[src/rtl/alu_control_sequencer_if.sv]
// Control bus between alu_control_sequencer and the register-format datapath.
//
// Purpose: bundles the sequencer's inputs (Run level, instruction register)
// and every datapath control strobe into a single port.
//
// Signals:
//   Run                    level, high starts/continues execution
//   IR[31:0]               instruction register contents from the datapath
//   PCout PCin IncPC MARin program counter / MAR strobes
//   Read MDRin MDRout IRin memory data register / IR strobes
//   Yin ZLowIn ZHighIn     ALU operand and result register load strobes
//   Zlowout ZHighout       result register drive strobes
//   HIin LOin              HI/LO load strobes
//   Rin[NREGS-1:0]         one-hot general register load enables
//   Rout[NREGS-1:0]        one-hot general register drive enables
//   ALUop[4:0]             ALU operation code
//   Done Illegal           end-of-instruction / unsupported-opcode pulses
//
// Modports:
//   master  the sequencer (drives strobes, reads Run/IR)
//   slave   the datapath or bench (drives Run/IR, reads strobes)

interface alu_control_sequencer_if #(
   parameter int NREGS = 16
);
   logic              Run;
   logic [31:0]       IR;
   logic              PCout, PCin, IncPC, MARin;
   logic              Read, MDRin, MDRout, IRin;
   logic              Yin, ZLowIn, ZHighIn, Zlowout, ZHighout;
   logic              HIin, LOin;
   logic [NREGS-1:0]  Rin;
   logic [NREGS-1:0]  Rout;
   logic [4:0]        ALUop;
   logic              Done, Illegal;

   modport master (
      input  Run, IR,
      output PCout, PCin, IncPC, MARin,
      output Read, MDRin, MDRout, IRin,
      output Yin, ZLowIn, ZHighIn, Zlowout, ZHighout,
      output HIin, LOin, Rin, Rout, ALUop, Done, Illegal
   );

   modport slave (
      output Run, IR,
      input  PCout, PCin, IncPC, MARin,
      input  Read, MDRin, MDRout, IRin,
      input  Yin, ZLowIn, ZHighIn, Zlowout, ZHighout,
      input  HIin, LOin, Rin, Rout, ALUop, Done, Illegal
   );
endinterface

[src/rtl/alu_control_sequencer.sv]
// Hardwired control unit for register-format ALU instructions.
//
// Purpose: steps the datapath through instruction fetch (T0-T2) and execute
// (T3-T5, plus T6 for MUL/DIV), decoding opcode/Ra/Rb/Rc from IR and raising
// the matching control strobes. Outputs are a combinational decode of the
// state register and IR.
//
// Ports:
//   Clock  in   system clock, rising-edge active
//   Clear  in   asynchronous active-high reset, forces IDLE (all outputs 0)
//   bus    master modport of alu_control_sequencer_if (Run, IR, strobes)
//
// States:
//   state | meaning
//   IDLE  | waiting for Run, all strobes low
//   T0    | PC -> MAR, PC incremented
//   T1    | memory read into MDR
//   T2    | MDR -> IR
//   T3    | Rc -> Y (or Illegal pulse for an unsupported opcode)
//   T4    | Rb op Y -> Z (low, and high for MUL/DIV)
//   T5    | Zlow -> Ra and Done, or Zlow -> LO for MUL/DIV
//   T6    | Zhigh -> HI and Done (MUL/DIV only)

module alu_control_sequencer #(
   parameter int NREGS = 16
) (
   input  logic                     Clock,
   input  logic                     Clear,
   alu_control_sequencer_if.master  bus
);

   typedef enum logic [2:0] {
      S_IDLE = 3'd0,
      S_T0   = 3'd1,
      S_T1   = 3'd2,
      S_T2   = 3'd3,
      S_T3   = 3'd4,
      S_T4   = 3'd5,
      S_T5   = 3'd6,
      S_T6   = 3'd7
   } state_t;

   localparam logic [4:0] OP_MUL = 5'b01111;
   localparam logic [4:0] OP_DIV = 5'b10000;

   state_t state_q, state_d;

   logic [4:0] opcode;
   logic [3:0] ra, rb, rc;
   logic       op_legal, op_wide;
   logic [NREGS-1:0] sel_ra, sel_rb, sel_rc;

   logic pc_out, pc_in, inc_pc, mar_in;
   logic mem_read, mdr_in, mdr_out, ir_in;
   logic y_in, zlo_in, zhi_in, zlo_out, zhi_out;
   logic hi_in, lo_in, done, illegal;
   logic [NREGS-1:0] rin, rout;
   logic [4:0] alu_op;

   // Low IR bits carry no meaning for register-format instructions.
   logic unused_ir_bits;
   assign unused_ir_bits = ^bus.IR[14:0];

   // A register index beyond NREGS selects nothing rather than wrapping.
   function automatic logic [NREGS-1:0] reg_sel(input logic [3:0] idx);
      logic [NREGS-1:0] sel;
      sel = '0;
      for (int i = 0; i < NREGS; i++) begin
         sel[i] = (32'(idx) == i);
      end
      return sel;
   endfunction

   assign opcode = bus.IR[31:27];
   assign ra     = bus.IR[26:23];
   assign rb     = bus.IR[22:19];
   assign rc     = bus.IR[18:15];

   assign sel_ra = reg_sel(ra);
   assign sel_rb = reg_sel(rb);
   assign sel_rc = reg_sel(rc);

   always_comb begin
      op_wide  = (opcode == OP_MUL) || (opcode == OP_DIV);
      op_legal = op_wide || ((opcode >= 5'b00011) && (opcode <= 5'b01011));
   end

   always_ff @(posedge Clock or posedge Clear) begin
      if (Clear) begin
         state_q <= S_IDLE;
      end else begin
         state_q <= state_d;
      end
   end

   always_comb begin
      state_d  = state_q;
      pc_out   = 1'b0;
      pc_in    = 1'b0;
      inc_pc   = 1'b0;
      mar_in   = 1'b0;
      mem_read = 1'b0;
      mdr_in   = 1'b0;
      mdr_out  = 1'b0;
      ir_in    = 1'b0;
      y_in     = 1'b0;
      zlo_in   = 1'b0;
      zhi_in   = 1'b0;
      zlo_out  = 1'b0;
      zhi_out  = 1'b0;
      hi_in    = 1'b0;
      lo_in    = 1'b0;
      done     = 1'b0;
      illegal  = 1'b0;
      rin      = '0;
      rout     = '0;
      alu_op   = 5'b00000;

      case (state_q)
         S_IDLE: begin
            if (bus.Run) state_d = S_T0;
         end
         S_T0: begin
            pc_out  = 1'b1;
            mar_in  = 1'b1;
            inc_pc  = 1'b1;
            pc_in   = 1'b1;
            state_d = S_T1;
         end
         S_T1: begin
            mem_read = 1'b1;
            mdr_in   = 1'b1;
            state_d  = S_T2;
         end
         S_T2: begin
            mdr_out = 1'b1;
            ir_in   = 1'b1;
            state_d = S_T3;
         end
         S_T3: begin
            // First state where IR is trusted; it was loaded at the end of T2.
            if (op_legal) begin
               rout    = sel_rc;
               y_in    = 1'b1;
               state_d = S_T4;
            end else begin
               illegal = 1'b1;
               state_d = bus.Run ? S_T0 : S_IDLE;
            end
         end
         S_T4: begin
            rout    = sel_rb;
            alu_op  = opcode;
            zlo_in  = 1'b1;
            zhi_in  = op_wide;
            state_d = S_T5;
         end
         S_T5: begin
            zlo_out = 1'b1;
            if (op_wide) begin
               lo_in   = 1'b1;
               state_d = S_T6;
            end else begin
               rin     = sel_ra;
               done    = 1'b1;
               state_d = bus.Run ? S_T0 : S_IDLE;
            end
         end
         S_T6: begin
            zhi_out = 1'b1;
            hi_in   = 1'b1;
            done    = 1'b1;
            state_d = bus.Run ? S_T0 : S_IDLE;
         end
         default: begin
            state_d = S_IDLE;
         end
      endcase
   end

   assign bus.PCout    = pc_out;
   assign bus.PCin     = pc_in;
   assign bus.IncPC    = inc_pc;
   assign bus.MARin    = mar_in;
   assign bus.Read     = mem_read;
   assign bus.MDRin    = mdr_in;
   assign bus.MDRout   = mdr_out;
   assign bus.IRin     = ir_in;
   assign bus.Yin      = y_in;
   assign bus.ZLowIn   = zlo_in;
   assign bus.ZHighIn  = zhi_in;
   assign bus.Zlowout  = zlo_out;
   assign bus.ZHighout = zhi_out;
   assign bus.HIin     = hi_in;
   assign bus.LOin     = lo_in;
   assign bus.Rin      = rin;
   assign bus.Rout     = rout;
   assign bus.ALUop    = alu_op;
   assign bus.Done     = done;
   assign bus.Illegal  = illegal;

endmodule

[src/flat_wrapper.sv]
// flat-port wrapper written by rule: the top's interface ports become plain ports
module alu_control_sequencer_flat 
#(
   parameter int NREGS = 16
)
  (Clock, Clear, bus_Run, bus_IR, bus_PCout, bus_PCin, bus_IncPC, bus_MARin, bus_Read, bus_MDRin, bus_MDRout, bus_IRin, bus_Yin, bus_ZLowIn, bus_ZHighIn, bus_Zlowout, bus_ZHighout, bus_HIin, bus_LOin, bus_Rin, bus_Rout, bus_ALUop, bus_Done, bus_Illegal);
  alu_control_sequencer_if #(.NREGS(NREGS)) bus_i ();
  input  logic Clock;
  input  logic Clear;
  input wire logic [$bits(bus_i.Run)-1:0] bus_Run;
  input wire logic [$bits(bus_i.IR)-1:0] bus_IR;
  output wire logic [$bits(bus_i.PCout)-1:0] bus_PCout;
  output wire logic [$bits(bus_i.PCin)-1:0] bus_PCin;
  output wire logic [$bits(bus_i.IncPC)-1:0] bus_IncPC;
  output wire logic [$bits(bus_i.MARin)-1:0] bus_MARin;
  output wire logic [$bits(bus_i.Read)-1:0] bus_Read;
  output wire logic [$bits(bus_i.MDRin)-1:0] bus_MDRin;
  output wire logic [$bits(bus_i.MDRout)-1:0] bus_MDRout;
  output wire logic [$bits(bus_i.IRin)-1:0] bus_IRin;
  output wire logic [$bits(bus_i.Yin)-1:0] bus_Yin;
  output wire logic [$bits(bus_i.ZLowIn)-1:0] bus_ZLowIn;
  output wire logic [$bits(bus_i.ZHighIn)-1:0] bus_ZHighIn;
  output wire logic [$bits(bus_i.Zlowout)-1:0] bus_Zlowout;
  output wire logic [$bits(bus_i.ZHighout)-1:0] bus_ZHighout;
  output wire logic [$bits(bus_i.HIin)-1:0] bus_HIin;
  output wire logic [$bits(bus_i.LOin)-1:0] bus_LOin;
  output wire logic [$bits(bus_i.Rin)-1:0] bus_Rin;
  output wire logic [$bits(bus_i.Rout)-1:0] bus_Rout;
  output wire logic [$bits(bus_i.ALUop)-1:0] bus_ALUop;
  output wire logic [$bits(bus_i.Done)-1:0] bus_Done;
  output wire logic [$bits(bus_i.Illegal)-1:0] bus_Illegal;
  assign bus_i.Run = bus_Run;
  assign bus_i.IR = bus_IR;
  assign bus_PCout = bus_i.PCout;
  assign bus_PCin = bus_i.PCin;
  assign bus_IncPC = bus_i.IncPC;
  assign bus_MARin = bus_i.MARin;
  assign bus_Read = bus_i.Read;
  assign bus_MDRin = bus_i.MDRin;
  assign bus_MDRout = bus_i.MDRout;
  assign bus_IRin = bus_i.IRin;
  assign bus_Yin = bus_i.Yin;
  assign bus_ZLowIn = bus_i.ZLowIn;
  assign bus_ZHighIn = bus_i.ZHighIn;
  assign bus_Zlowout = bus_i.Zlowout;
  assign bus_ZHighout = bus_i.ZHighout;
  assign bus_HIin = bus_i.HIin;
  assign bus_LOin = bus_i.LOin;
  assign bus_Rin = bus_i.Rin;
  assign bus_Rout = bus_i.Rout;
  assign bus_ALUop = bus_i.ALUop;
  assign bus_Done = bus_i.Done;
  assign bus_Illegal = bus_i.Illegal;
  alu_control_sequencer #(.NREGS(NREGS)) u_core (.Clock(Clock), .Clear(Clear), .bus(bus_i));
endmodule
[config.mk]
export PLATFORM = sky130hd
export DESIGN_NAME = alu_control_sequencer_flat
export DESIGN_NICKNAME = d
export VERILOG_FILES = /design/src/rtl/alu_control_sequencer_if.sv /design/src/rtl/alu_control_sequencer.sv /design/src/flat_wrapper.sv
export SDC_FILE = /design/constraint.sdc
export NUM_CORES = 1
export LEC_CHECK = 0
export BUFFER_PORTS_ARGS = -buffer_cell sky130_fd_sc_hd__buf_4
export CAP_MARGIN = 15
export CORE_MARGIN = 2
export CORE_UTILIZATION = 37
export DETAILED_ROUTE_END_ITERATION = 10
export HOLD_SLACK_MARGIN = 0.15
export MAX_ROUTING_LAYER = met4
export PLACE_DENSITY = 0.95
export SYNTH_ARGS = -nofsm -noshare
export SYNTH_HDL_FRONTEND = slang
export SYNTH_SLANG_ARGS = --single-unit
[constraint.sdc]
create_clock -name Clock -period 2.7 [get_ports Clock]
set_clock_uncertainty 0.1 [all_clocks]
set_input_delay 0.27 -clock Clock [delete_from_list [all_inputs] [get_ports Clock]]
set_output_delay 0.27 -clock Clock [all_outputs]
set_load 0.02 [all_outputs]
==> key figures, run 1 <==
Run status
  – Status: complete, no violations

GRT
  – Largest net degree at the start of global routing: 17
  – Initial antenna violation count: 0
  – GRT overflow: 0
  – Vias in the first global route: 1043
  – First-pass GRT wire length: 4390 um
  – Total GRT Usage: between 20% and 30%

Hold path
  – Worst-case hold path end point: u_core.state_q[0]
  – Worst hold stages: 3
  – Worst hold path class: in2reg
  – Hold path startpoint: bus_Run

Clocking
  – Clk pin slew, worst setup/hold paths: approximately 40 ps
  – Clk_lat worst skew: 240 ps
  – Clock Tree Root: clkbuf_4
  – Num Clock Sinks: 3
  – CTS buffer count: 3
  – CTS Buffer Depth: 2
  – H-Tree Depth: 1
  – CTS tree: yes

Critical path
  – WS Path Type: reg2out
  – Slowest CP cell: nor3b_1
  – Worst path cell trace: nand2b_1, nor3b_1, inv_1, o32ai_1, buf_4
  – Worst reg2reg path depth: 3
  – Crit path arrival time: roughly 2100 ps
  – CP max FO: 8
  – Startpoint Class: register
  – WP data required: 2330 ps
  – FF-to-FF End: u_core.state_q[2]
  – R2R Path Start: u_core.state_q[2]
  – CP peak stage delay: 480 ps
  – Worst Setup End Kind: output port
  – Crit path from: u_core.state_q[2]
  – Reg2Reg Setup Slack: 1440 ps

Logic synthesis
  – Top FF cell, synth: dfrtp_1
  – Most frequent cell after synthesis: nor2_1
  – Post-synth EDFFs: 0
  – Main area contributors after synthesis: nor2_1, dfrtp_1, o32ai_1
  – Syn_area_per_cell: 6.32 um^2
  – Gate Count Post-Synth: between 100 and 150
  – Sequential area share after synthesis: under 10%
  – Count of cell types in the netlist: 34
  – Post-Syn Area: 796 um^2
  – Most frequent cells after synthesis: nor2_1, nand2_1, nor3_1
  – Synth warn: 0
  – Yosys top cell area share: 11.3%
  – Async S/R FF share, synth: 100%
  – Mapped Nets: 161
  – Post-synthesis register bit count: 3
  – Cell taking the most area after synthesis: nor2_1

Power
  – Leak: 0.642 nW
  – Pwr Density: 521 mW/mm^2
  – Peak VDD IR: 0.447 mV
  – Power, Total: 0.705 mW

Timing
  – Crit path time final: 2420 ps
  – Period utilization: 89.6%
  – Fin Setup TNS: 0 ps
  – Worst Tran Pin Value: 489 ps
  – Worst hold slack: 337 ps
  – Hold Fails Final Rpt: 0
  – Slew headroom: 67.1%
  – Pins Over Slew Limit: 0
  – Unrepaired setup endpoints after global routing: no
  – Final-report setup violation count: 0
  – Fmax: between 400 and 500 MHz

Routing
  – DRT Wirelength: between 2000 and 3000 um
  – Via/cell ratio: 5.44
  – Via count: approximately 1200
  – Residual DRC: 0
  – Drt first-iter violations: 38
  – Post-route ant nets: 0
  – Pre-Repair DR Iteration Count: 4
  – Routed WL per cell: 12.8 um

Layout
  – Area Overhead vs Synth: 70.1%
  – Design area: 0.00135 mm^2
  – Area of the multi-input gates: 616 um^2
  – Share of cells above drive strength 1: 43.1%
  – Fin cells: 222
  – Fill cells: between 150 and 200
  – Register with the most flip-flops: u_core.state_q
  – Register area: approximately 75 um^2
  – Number of flip-flops in the largest register: 3
  – Fin nets: around 230
  – Antenna diodes: 0
  – Biggest regs: u_core.state_q: 3 flops

Place
  – PortBufs: 73
  – Detailed placer's ending HPWL: 2320 um
  – Post-Place Cells: 217
  – Gp weighted congestion: around 0.93
  – Placed cell areas: 0.00132 mm^2

Floorplan
  – Die span in y: 50.4 um
  – Chip width: 50.4 um
  – Num ports: 89
  – Initial Utilization: 39.7%
  – Site row count: 16
  – Die area: 0.00254 mm^2
  – Core area: between 0.002 and 0.0025 mm^2

Flow run
  – Max-cap violations: 0
worst max-delay path: cells and delay by family, from the launching register on:
| family | cells | cell delay [ps] |
|---|---|---|
| and+or+nand+nor | 2 | 710 |
| DFF | 1 | 460 |
| AOI/OAI and AO/OA | 1 | 320 |
| buffers and inverters | 2 | 300 |
cells in the final DEF (no fill, tap or decap), types with 4 or more instances in the layout:
cell type	n
buf_4	74
nor2_1	24
nand2_1	13
nor3_1	12
inv_1	9
o32ai_1	8
nand2b_1	7
o22ai_1	6
nand3_1	4
worst max path at each step:
stage	end	slack (ps)	depth (start not counted)
after floorplan	bus_Rout[7]	610	5
after global placement	bus_Rout[0]	650	5
after detailed placement	bus_Rout[7]	580	5
after CTS	bus_Rout[7]	310	5
after global routing	bus_Rout[7]	110	5
final	bus_Rout[7]	280	5
kinds of logic (layout without fill, tap and decap cells):
kind of cell	after synthesis	count (layout)	share of synthesized area (%)
mux	1	1	1.73
compound gates	25	25	24.5
simple gates	77	77	51.1
buf+inv	20	89	13.2
flops	3	3	9.43
repair_timing:
item / CTS / global route
hold buffers: 1 / 0
resized for setup: 0 / 0
hold endpoints to repair: 3 / 0
buffers inserted: 0 / 0
metrics by stage:
step	util (%)	setup WS, ps
3_5_place_dp	65.8	576
2_1_floorplan	-	610
5_1_grt	67.6	108
4_1_cts	67.6	315
6_report	67.6	281
3_3_place_gp	65.8	653
per-layer routing:
metal / vias up / GRT usage [%] / routed length [um]
met4: 0 / 6.31 / 30
met1: 534 / 24.3 / 1100
met5: - / - / 0
met2: 76 / 39.9 / 1390
met3: 6 / 4.76 / 324
li1: 592 / - / -
report_power, final:
part	leakage (nW)	switching, mW	internal, mW
logic	0.589	0.304	0.208
registers	0.0372	0.0483	0.0660
clock network	0.0150	0.0237	0.0554
final cells by class:
class | count | share of cell area (%)
multi-input cells | 103 | 45.5
repair buffers | 75 | 41.8
flip-flops and latches | 3 | 5.55
inverters | 10 | 2.77
well taps | 27 | 2.50
clock buffers | 4 | 1.94
(Power assumes the default switching activity.)
==> run 2: changes to the inputs <==
--- a/config.mk
+++ b/config.mk
@@ -8,11 +8,12 @@
 export BUFFER_PORTS_ARGS = -buffer_cell sky130_fd_sc_hd__buf_4
 export CAP_MARGIN = 15
 export CORE_MARGIN = 2
-export CORE_UTILIZATION = 37
+export CORE_UTILIZATION = 31
 export DETAILED_ROUTE_END_ITERATION = 10
 export HOLD_SLACK_MARGIN = 0.15
 export MAX_ROUTING_LAYER = met4
-export PLACE_DENSITY = 0.95
+export PLACE_DENSITY = 0.88
+export RECOVER_POWER = 100
 export SYNTH_ARGS = -nofsm -noshare
 export SYNTH_HDL_FRONTEND = slang
 export SYNTH_SLANG_ARGS = --single-unit
==> constraint.sdc (replaced) <==
create_clock -name Clock -period 2 [get_ports Clock]
set_clock_uncertainty 0.1 [all_clocks]
set_input_delay 0.2 -clock Clock [delete_from_list [all_inputs] [get_ports Clock]]
set_output_delay 0.2 -clock Clock [all_outputs]
set_load 0.02 [all_outputs]
==> run 2 against run 1 <==
Compared with the run above: the run now ends with negative setup slack left; wire length grew 11%; final area increased by 14%; flip-flop and latch count is the same.
==> key figures, run 2 (synthesized netlist as in run 1, its figures left out) <==
Timing
  – Final-report setup violation count: 1 (was 0)
  – Slew headroom: 69.2% (was 67.1%)
  – Fmax: about 490 MHz
  – Period utilization: 102%
  – Worst Tran Pin Value: 454 ps (was 489 ps)
  – Hold Fails Final Rpt: 0 (unchanged)
  – Worst setup margin: -37.4 ps (was 281 ps)
  – Crit path time final: roughly 2000 ps
  – Unrepaired setup endpoints after global routing: yes (was no)
  – Pins Over Slew Limit: 0 (unchanged)

Critical path
  – Startpoint Class: input pin (was register)
  – Worst path cell trace: clkbuf_1, nor4b_4, a21oi_1, o22a_2, o32ai_1, buf_4 (was nand2b_1, nor3b_1, inv_1, o32ai_1, buf_4)
  – FF-to-FF End: u_core.state_q[2] (unchanged)
  – WP data required: 1700 ps (was 2330 ps)
  – Slowest CP cell: o32ai_1 (was nor3b_1)
  – CP peak stage delay: 440 ps (was 480 ps)
  – Buf+Inv Stages, Crit Path: 2 (unchanged)
  – Crit path arrival time: 1740 ps (was 2050 ps)
  – R2R Path Start: u_core.state_q[0] (was u_core.state_q[2])
  – Reg2Reg Setup Slack: 790 ps (was 1440 ps)
  – Worst Setup End Kind: output port (unchanged)
  – CP top delay family: compound AO/OA/AOI/OAI gates (was simple AND/OR/NAND/NOR gates)
  – Worst reg2reg path depth: 3 (unchanged)
  – CP max FO: 12 (was 8)
  – WS Path Type: in2out (was reg2out)

Clocking
  – CTS buffer count: 3 (unchanged)
  – CTS tree: yes (unchanged)
  – Num Clock Sinks: 3 (unchanged)
  – Clock Tree Root: clkbuf_4 (unchanged)
  – CTS Buffer Depth: 2 (unchanged)
  – Clk_lat worst skew: 240 ps (about the same)
  – H-Tree Depth: 1 (unchanged)
  – Clk pin slew, worst setup/hold paths: 40 ps (about the same)

Power
  – Pwr Density: 685 mW/mm^2 (was 521 mW/mm^2)
  – Logic gate share of total power: 76.0% (was 72.6%)
  – Cell-internal power: 0.497 mW (was 0.330 mW)
  – Reg power frac: 13.5% (was 16.2%)
  – Peak VDD IR: 0.559 mV (was 0.447 mV)
  – Leak: 0.705 nW (was 0.642 nW)
  – Switching part of the total power: 52.9% (was 53.3%)
  – Net Switching: 0.559 mW (was 0.376 mW)
  – Clock power frac: 10.5% (was 11.2%)

Floorplan
  – Core area: 0.00245 mm^2 (was 0.00200 mm^2)
  – Num ports: 89 (unchanged)
  – Chip width: 54.7 um (was 50.4 um)
  – Initial Utilization: 32.4% (was 39.7%)
  – Site row count: 18 (was 16)
  – Die area: 0.00299 mm^2 (was 0.00254 mm^2)
  – Die span in y: 54.7 um (was 50.4 um)

Layout
  – Fill cells: 226 (was 184)
  – Area Overhead vs Synth: 93.9% (was 70.1%)
  – Most frequent cells in the layout: buf_4, nor2_1, nand2_1, inv_1, nor3_1 (was buf_4, nor2_1, nand2_1, nor3_1, inv_1)
  – Antenna diodes: 0 (unchanged)
  – Number of flip-flops in the largest register: 3 (unchanged)
  – Fin cells: 235 (was 222)
  – Register with the most flip-flops: u_core.state_q (unchanged)
  – Register area: 76.3 um^2 (was 75.1 um^2)
  – Share of cells above drive strength 1: 53.7% (was 43.1%)
  – Fin nets: 241 (was 231)
  – Area of the multi-input gates: 736 um^2 (was 616 um^2)
  – Design area: 0.00154 mm^2 (was 0.00135 mm^2)
  – Commonest non-fill, non-tap cell in the layout: buf_4 (unchanged)
  – Biggest regs: u_core.state_q: 3 flops (unchanged)

Routing
  – Drt first-iter violations: 43 (was 38)
  – Via count: 1268 (was 1208)
  – Post-route ant nets: 0 (unchanged)
  – Pre-Repair DR Iteration Count: 4 (unchanged)
  – Via/cell ratio: 5.40 (was 5.44)
  – Routed WL per cell: 13.5 um (was 12.8 um)
  – DRT Wirelength: 3170 um (was 2850 um)
  – Residual DRC: 0 (unchanged)

GRT
  – Initial antenna violation count: 0 (unchanged)
  – First-pass GRT wire length: 4230 um (was 4390 um)
  – Total GRT Usage: 19.8% (was 22.1%)
  – Largest net degree at the start of global routing: 13 (was 17)
  – GRT overflow: 0 (unchanged)
  – Vias in the first global route: 1001 (was 1043)

Place
  – Detailed placer's ending HPWL: 2410 um (was 2320 um)
  – PortBufs: 73 (unchanged)
  – Placed cell areas: 0.00138 mm^2 (was 0.00132 mm^2)
  – Gp weighted congestion: 0.868 (was 0.931)
  – Post-Place Cells: 226 (was 217)

Hold path
  – Worst hold stages: 3 (unchanged)
  – Hold path startpoint: bus_Run (unchanged)
  – Worst hold path class: in2reg (unchanged)
  – Worst-case hold path end point: u_core.state_q[0] (unchanged)

Flow run
  – Max-cap violations: 0 (unchanged)

Run status
  – Failing checks: negative setup slack
  – Status: finished, violations left (was complete, no violations)
[run 2: metal layers]
metal	global-route usage, %	vias to the layer above	part of all wire, %
li1	-	612	-
met1	22.1	575	36
met2	35.3	73	51
met3	1.09	8	11
met4	9.58	0	2.3
met5	-	-	0
[run 2: cell type report]
type	instances	share of cell area [%]
Multi-Input combinational cell	103	47.7
Sequential cell	3	4.95
Tap cell	30	2.43
Inverter	10	2.43
Clock buffer	4	1.70
Timing Repair Buffer	85	40.8
[run 2: power groups by stage]
stage	Clock, mW	Sequential (mW)	Combinational, mW
global placement	0	0.135	0.742
CTS	0.114	0.140	0.786
global route	0.117	0.149	0.870
detailed placement	0	0.135	0.750
floorplan	0	0.111	0.513
finish	0.111	0.142	0.803
[run 2: what timing repair did]
item | CTS | global route
endpoints found under the hold margin | 3 | 0
buffers inserted | 1 | 3
hold buffers | 1 | 0
pin swaps | 0 | 4
endpoints found under the setup margin | 17 | 21
resized for setup | 10 | 11
[run 2: per-stage QoR]
| step | power, mW | hold WS [ps] | setup TNS [ps] | worst slack (ps) | utilization, % |
|---|---|---|---|---|---|
| after floorplan | 0.625 | -146 | 0 | 7.56 | - |
| after global placement | 0.877 | -26.2 | 0 | 131 | 56.2 |
| after detailed placement | 0.885 | -24.0 | 0 | 104 | 56.2 |
| after CTS | 1.04 | 263 | 0 | 4.20 | 59.9 |
| after global routing | 1.14 | 298 | -403 | -78.5 | 62.8 |
| final | 1.06 | 261 | -37.4 | -37.4 | 62.8 |
[run 2: how the worst max path moves through the flow]
stage / from / end / slack (ps) / cells past startpoint
3_3_place_gp: bus_IR[27] / bus_Rin[12] / 130 / 6
6_report: bus_IR[27] / bus_Rout[13] / -40 / 6
2_1_floorplan: u_core.state_q[2] / bus_Rin[12] / 8 / 4
3_5_place_dp: bus_IR[27] / bus_Rout[13] / 100 / 6
4_1_cts: u_core.state_q[1] / bus_Rout[2] / 4 / 4
5_1_grt: u_core.state_q[1] / bus_Rout[12] / -80 / 6
[run 2: worst register-to-register path, cell delays in order, from the launching register on]
cell,delay (ps)
dfrtp_1,440
buf_4,190
o21ai_0,90
a32o_1,270
